--- config.mk ---
export PLATFORM = sky130hd
export DESIGN_NAME = serial_add_ctrl_flat
export DESIGN_NICKNAME = d
export VERILOG_FILES = /design/src/rtl/serial_add_pkg.sv /design/src/rtl/serial_add_ctrl_if.sv /design/src/rtl/serial_add_ctrl_fa_bit_cell.sv /design/src/rtl/serial_add_ctrl.sv /design/src/flat_wrapper.sv
export SDC_FILE = /design/constraint.sdc
export NUM_CORES = 1
export LEC_CHECK = 0
export BUFFER_PORTS_ARGS = -buffer_cell sky130_fd_sc_hd__buf_2
export CAP_MARGIN = 0
export CORE_UTILIZATION = 56
export CTS_BUF_LIST = sky130_fd_sc_hd__clkbuf_8
export DETAILED_ROUTE_END_ITERATION = 8
export PLACE_DENSITY = 0.81
export REMOVE_ABC_BUFFERS = 1
export SLEW_MARGIN = 20
export SYNTH_ARGS = -nofsm -noshare
export SYNTH_HDL_FRONTEND = slang
export SYNTH_HIERARCHICAL = 1
export SYNTH_SLANG_ARGS = --single-unit
--- constraint.sdc ---
create_clock -name clk -period 1.5 [get_ports clk]
set_clock_uncertainty 0.05 [all_clocks]
set_input_delay 0.3 -clock clk [delete_from_list [all_inputs] [get_ports clk]]
set_output_delay 0.3 -clock clk [all_outputs]
set_load 0.03 [all_outputs]
--- src/rtl/serial_add_pkg.sv ---
// Shared types for the bit-serial adder sequencer.
// Optional subtract mode is enabled with SERIAL_ADD_SUB_EN.
package serial_add_pkg;

  localparam logic [1:0] ST_IDLE_C = 2'b00;
  localparam logic [1:0] ST_RUN_C  = 2'b01;
  localparam logic [1:0] ST_DONE_C = 2'b10;

  typedef enum logic [1:0] {
    IDLE = ST_IDLE_C,
    RUN  = ST_RUN_C,
    DONE = ST_DONE_C
  } state_t;

  function automatic logic maj3(
    input logic x,
    input logic y,
    input logic z
  );
    return (x & y) | (x & z) | (y & z);
  endfunction

endpackage

--- src/rtl/serial_add_ctrl_if.sv ---
// Start/busy/done handshake bundle for serial_add_ctrl.
// Carries a `sub` request line when SERIAL_ADD_SUB_EN is defined.
interface serial_add_ctrl_if #(
  parameter int WIDTH = 8
);
  logic             start;
  logic [WIDTH-1:0] a;
  logic [WIDTH-1:0] b;
  logic             cin;
`ifdef SERIAL_ADD_SUB_EN
  logic             sub;
`endif
  logic             busy;
  logic             done;
  logic [WIDTH-1:0] sum;
  logic             cout;

`ifdef SERIAL_ADD_SUB_EN
  modport master (
    output start, a, b, cin, sub,
    input  busy, done, sum, cout
  );
  modport slave (
    input  start, a, b, cin, sub,
    output busy, done, sum, cout
  );
`else
  modport master (
    output start, a, b, cin,
    input  busy, done, sum, cout
  );
  modport slave (
    input  start, a, b, cin,
    output busy, done, sum, cout
  );
`endif

endinterface

--- src/rtl/serial_add_ctrl_fa_bit_cell.sv ---
// Single-bit full adder cell, shared across all bit slots.
module fa_bit_cell
  import serial_add_pkg::*;
(
  input  logic i_a,
  input  logic i_b,
  input  logic i_ci,
  output logic o_s,
  output logic o_co
);

  assign o_s  = i_a ^ i_b ^ i_ci;
  assign o_co = maj3(i_a, i_b, i_ci);

endmodule

--- src/rtl/serial_add_ctrl.sv ---
// Bit-serial adder sequencer: one full-adder cell over WIDTH cycles.
// Define SERIAL_ADD_SUB_EN for a-b mode via the `sub` request line.
module serial_add_ctrl
  import serial_add_pkg::*;
#(
  parameter int WIDTH = 8
) (
  input  logic              clk,
  input  logic              rst,
  serial_add_ctrl_if.slave  bus
);

  localparam int CW = $clog2(WIDTH + 1);
  localparam logic [CW-1:0] LAST = CW'(WIDTH - 1);

  state_t           r_state;
  state_t           w_next;
  logic [WIDTH-1:0] r_a;
  logic [WIDTH-1:0] r_b;
  logic [WIDTH-1:0] r_sum;
  logic             r_carry;
  logic             r_cout;
  logic [CW-1:0]    r_cnt;

  logic             w_accept;
  logic             w_last;
  logic             w_s;
  logic             w_co;
  logic [WIDTH-1:0] w_b_in;
  logic             w_c_in;
  logic [WIDTH-1:0] w_a_nxt;

`ifdef SERIAL_ADD_SUB_EN
  assign w_b_in = bus.sub ? ~bus.b : bus.b;
  assign w_c_in = bus.sub | bus.cin;
`else
  assign w_b_in = bus.b;
  assign w_c_in = bus.cin;
`endif

  assign w_accept = (r_state == IDLE) & bus.start;
  assign w_last   = (r_state == RUN) & (r_cnt == LAST);

  fa_bit_cell u_cell (
    .i_a  (r_a[0]),
    .i_b  (r_b[0]),
    .i_ci (r_carry),
    .o_s  (w_s),
    .o_co (w_co)
  );

  // A's shift register doubles as the result accumulator
  assign w_a_nxt = (r_a >> 1)
                 | (WIDTH'(w_s) << (WIDTH - 1));

  always_ff @(posedge clk) begin
    if (rst) begin
      r_state <= IDLE;
    end else begin
      r_state <= w_next;
    end
  end

  always_comb begin
    w_next = r_state;
    unique case (r_state)
      IDLE:    if (bus.start) w_next = RUN;
      RUN:     if (w_last) w_next = DONE;
      DONE:    w_next = IDLE;
      default: w_next = IDLE;
    endcase
  end

  always_ff @(posedge clk) begin
    if (rst) begin
      r_a     <= '0;
      r_b     <= '0;
      r_sum   <= '0;
      r_carry <= 1'b0;
      r_cout  <= 1'b0;
      r_cnt   <= '0;
    end else if (w_accept) begin
      r_a     <= bus.a;
      r_b     <= w_b_in;
      r_carry <= w_c_in;
      r_cnt   <= '0;
    end else if (r_state == RUN) begin
      r_a     <= w_a_nxt;
      r_b     <= r_b >> 1;
      r_carry <= w_co;
      r_cnt   <= r_cnt + CW'(1);
      if (w_last) begin
        r_sum  <= w_a_nxt;
        r_cout <= w_co;
      end
    end
  end

  assign bus.busy = (r_state != IDLE);
  assign bus.done = (r_state == DONE);
  assign bus.sum  = r_sum;
  assign bus.cout = r_cout;

endmodule
--- src/flat_wrapper.sv ---
// flat-port wrapper written by rule: the top's interface ports become plain ports
module serial_add_ctrl_flat import serial_add_pkg::*;
#(
  parameter int WIDTH = 8
)
  (clk, rst, bus_start, bus_a, bus_b, bus_cin, bus_busy, bus_done, bus_sum, bus_cout);
  serial_add_ctrl_if #(.WIDTH(WIDTH)) bus_i ();
  input  logic clk;
  input  logic rst;
  input wire logic [$bits(bus_i.start)-1:0] bus_start;
  input wire logic [$bits(bus_i.a)-1:0] bus_a;
  input wire logic [$bits(bus_i.b)-1:0] bus_b;
  input wire logic [$bits(bus_i.cin)-1:0] bus_cin;
  output wire logic [$bits(bus_i.busy)-1:0] bus_busy;
  output wire logic [$bits(bus_i.done)-1:0] bus_done;
  output wire logic [$bits(bus_i.sum)-1:0] bus_sum;
  output wire logic [$bits(bus_i.cout)-1:0] bus_cout;
  assign bus_i.start = bus_start;
  assign bus_i.a = bus_a;
  assign bus_i.b = bus_b;
  assign bus_i.cin = bus_cin;
  assign bus_busy = bus_i.busy;
  assign bus_done = bus_i.done;
  assign bus_sum = bus_i.sum;
  assign bus_cout = bus_i.cout;
  serial_add_ctrl #(.WIDTH(WIDTH)) u_core (.clk(clk), .rst(rst), .bus(bus_i));
endmodule
==> results.md <==
* Cell Int Power at 1.465 mW
* Average via count per standard cell at 5.313
* Initial antenna violation count at 0
* P_sw at 0.4727 mW
* DRC errors left at 0
* Fraction of final layout cells with drive strength greater than 1 at 37.11%
* Synth warn at 6
* Number of cells on the worst reg-to-reg path at 5
* Number of buffers inserted for hold repair after clock tree synthesis at 0
* Total number of placement rows at 18
* Routed WL per cell at 13.43 um
* Final Cell Area at 1919 sq um
* Final-layout fill cell count at 198
* Final HPWL from detailed placement at 2054 um
* Power share of the combinational group at 15.9%
* Clk buf depth at 2
* Class of the most critical hold timing path: primary input to flop
* Detailed-routing iteration count for the pre-antenna-repair pass at 6
* R2R setup slack at 0.07 ns
* Commonest cells after routing, fill and taps aside: 30 x dfxtp_1, 28 x buf_2, 22 x mux2i_1
* Setup TNS at 0 ns
* Worst hold stages at 3
* Slowest-stage cell, CP: dfxtp_2
* Worst-path fanout max at 5
* Slew @ Worst Pin at 0.1955 ns
* Cell area after technology mapping at 1575 sq um
* Class of the most critical setup path: flop to primary output
* Number of max-capacitance violations reported at 0
* Finish-stage setup viols at 0
* Number of hold-slack violations in the final timing report at 0
* Share of synthesized area occupied by flip-flops and latches at 40.67%
* Fmax at 0.6760 GHz
* Worst slew margin relative to its limit at 86.59%
* Worst slack, placed at 0.09790 ns
* Root buffer cell: clkbuf_8
* Worst slack on hold paths at 0.2156 ns
* Number of ports placed on the die boundary at 31
* Cell variety after synth at 31
* Kind of cell adding the most delay to the critical path: flip-flops
* Die area at 3029 sq um
* Buffers added on ports at 30
* Vias after detailed routing at 1190
* Worst path required time at 1.15 ns
* Outcome: completed
* Worst setup startpoint: u_core/r_state[0]
* Commonest non-fill, non-tap cell in the layout: dfxtp_1
* Synthesis-to-layout area growth at 21.84%
* Kind of start point of the critical path: flop
* Wire length of the first global-routing pass at 4636 um
* TritonCTS sink count at 32
* Sw Ratio at 24.40%
* Synthesized flop and latch total at 32
* Standard cell core area at 2567 sq um
* Area fraction in compound gates after synthesis at 15.97%
* Placed cell count at 216
* Average cell area after synthesis at 9.970 sq um
* Largest family of logic cells by synthesized area: simple AND/OR/NAND/NOR gates
* Data arrival time of the critical path at 1.13 ns
* Count of mapped cells out of synthesis at 158
* Effective utilization at floorplan at 61.35%
* Detailed-route wire length at 3008 um
* Initial DRC count at 8
* Nets at 216
* CTS tree: yes
* LEAKAGE at 0.8285 nW
* Critical register-to-register path endpoint: u_core/r_a[5]
* Final Max Tran Viols at 0
* Total stage count of the critical path at 3
* Global placer's final weighted congestion at 0.7945
* GRT Total Usage at 22.70%
* Critical Path, Cell by Cell: buf_4, or2_4, buf_6
* Instance area after placement at 1793 sq um
* Final worst-path cycle share at 98.61%
* RR Startpoint: u_core/r_state[0]
* Crit path buf inv count at 2
* Final critical delay including setup and external delays at 1.479 ns
* Setup repair after global routing missed its margin: true
* Insertion delay of the later-clocked pin in the worst-skew pair at 0.28 ns
* Count of non-filler cells in the finished layout at 224
* H-tree levels at 2
* Die Y-Extent at 55.04 um
* Worst VDD drop at 0.9425 mV
* Number of CTS-inserted buffers at 5
* Final global-route overflow total at 0
* Min setup slack post-route at 0.02078 ns
* Share of synthesized cell area in full adder, half adder and majority cells at 2.065%
* Antenna violation net count after detailed routing at 0
* Clock slew at the register clock pins of the worst setup and hold paths at 0.06 ns
* Sequential Power Share at 48.3%
* Count of inserted antenna diode cells at 0
* Worst Setup End Kind: primary output
* Mux cell area share after synthesis at 13.98%
* XOR/XNOR Fraction of Synth Area at 1.112%
* Vias in the first global route at 1124
* Clock power frac at 35.8%
* Source of the worst hold timing path: bus_b[7]
* Critical path endpoint: bus_busy
* Pin count of the biggest net entering global routing at 42
* Power density over the cells at 1009 nW/um^2
* Width of the chip at 55.04 um
* Longest individual stage delay on the worst path at 0.32 ns
* Area share of and/or/nand/nor cells after synthesis at 19.78%
repair_timing:
action | in CTS | in global routing
gates resized for setup | 5 | 4
setup endpoints to repair | 2 | 11
setup buffers | 1 | 0
cell usage after synthesis:
master / number / area [sq um]
dfxtp_1: 32 / 640.6
mux2i_1: 22 / 220.2
nand2b_1: 21 / 131.4
nor2_1: 19 / 71.32
a211oi_2: 12 / 150.1
a21oi_1: 9 / 45.04
clkbuf_1: 5 / 18.77
nor3_1: 5 / 25.02
inv_1: 3 / 11.26
o221a_2: 3 / 33.78
buf_2: 2 / 10.01
buf_4: 2 / 15.01
buf_6: 2 / 22.52
nand3_1: 2 / 10.01
nand3b_1: 2 / 15.01
xor2_1: 2 / 17.52
a211oi_1: 1 / 7.510
buf_1: 1 / 3.750
buf_12: 1 / 20.02
fa_1: 1 / 20.02
ha_1: 1 / 12.51
nand2_1: 1 / 3.750
nor2_4: 1 / 11.26
nor2b_1: 1 / 6.260
nor3b_1: 1 / 7.510
o21ai_0: 1 / 5.000
o21ba_2: 1 / 10.01
or2_2: 1 / 6.260
or3_1: 1 / 6.260
or3b_1: 1 / 8.760
or3b_2: 1 / 8.760
worst reg2reg max path: cells and delay by family, from the launching register on:
family | cells | cell delay, ns
AOI/OAI and AO/OA | 1 | 0.06
buffers and inverters | 2 | 0.34
DFF | 1 | 0.32
and+or+nand+nor | 2 | 0.54
per-stage QoR:
step           power, mW  utilization [%]
2_1_floorplan      1.131                -
3_3_place_gp       1.236            69.83
3_5_place_dp       1.249            69.83
4_1_cts            1.958            74.42
5_1_grt            2.013            74.76
6_report           1.938            74.76
cell families after synthesis:
logic type / Yosys count
multiplexers: 22
adder cells (fa/ha/maj): 2
flip-flops: 32
AND/OR/NAND/NOR: 57
AO/OA/AOI/OAI: 27
XOR/XNOR: 2
buffers and inverters: 16
power by group through the flow:
| stage | sequential, mW | clock [mW] | combinational (mW) |
|---|---|---|---|
| floorplan | 0.946 | 0 | 0.185 |
| global placement | 0.952 | 0 | 0.284 |
| detailed placement | 0.954 | 0 | 0.294 |
| CTS | 0.935 | 0.717 | 0.306 |
| global route | 0.940 | 0.737 | 0.336 |
| finish | 0.935 | 0.694 | 0.308 |
metal layers:
metal | routed length [um] | up-vias | track usage, %
li1 | - | 615 | -
met1 | 1223 | 543 | 21.94
met2 | 1604 | 30 | 41.57
met3 | 162 | 2 | 6.831
met4 | 19 | 0 | 14.17
met5 | 0 | - | 0
final cells by class:
| cell class | count | area [sq um] | area share [%] |
|---|---|---|---|
| Clock buffer | 7 | 96.34 | 5.020 |
| Timing Repair Buffer | 42 | 290.3 | 15.12 |
| Tap cell | 30 | 37.54 | 1.956 |
| Multi-Input combinational cell | 110 | 840.8 | 43.81 |
| Inverter | 3 | 11.26 | 0.5867 |
| Sequential cell | 32 | 643.1 | 33.51 |
registers in the layout, indices dropped and copies added, names as in the netlist:
register,count
u_core/bus.cout,1
u_core/bus.sum,8
u_core/r_a,8
u_core/r_b,8
u_core/r_carry,1
u_core/r_cnt,4
u_core/r_state,2
worst min-delay path by stage:
stage / endpoint / slack, ns
2_1_floorplan: u_core/r_a[1] / 0.31
6_report: u_core/r_b[7] / 0.22
4_1_cts: u_core/r_b[7] / 0.21
5_1_grt: u_core/r_b[7] / 0.24
3_3_place_gp: u_core/bus.sum[6] / 0.40
3_5_place_dp: u_core/bus.sum[4] / 0.41
(Power assumes the default switching activity.)
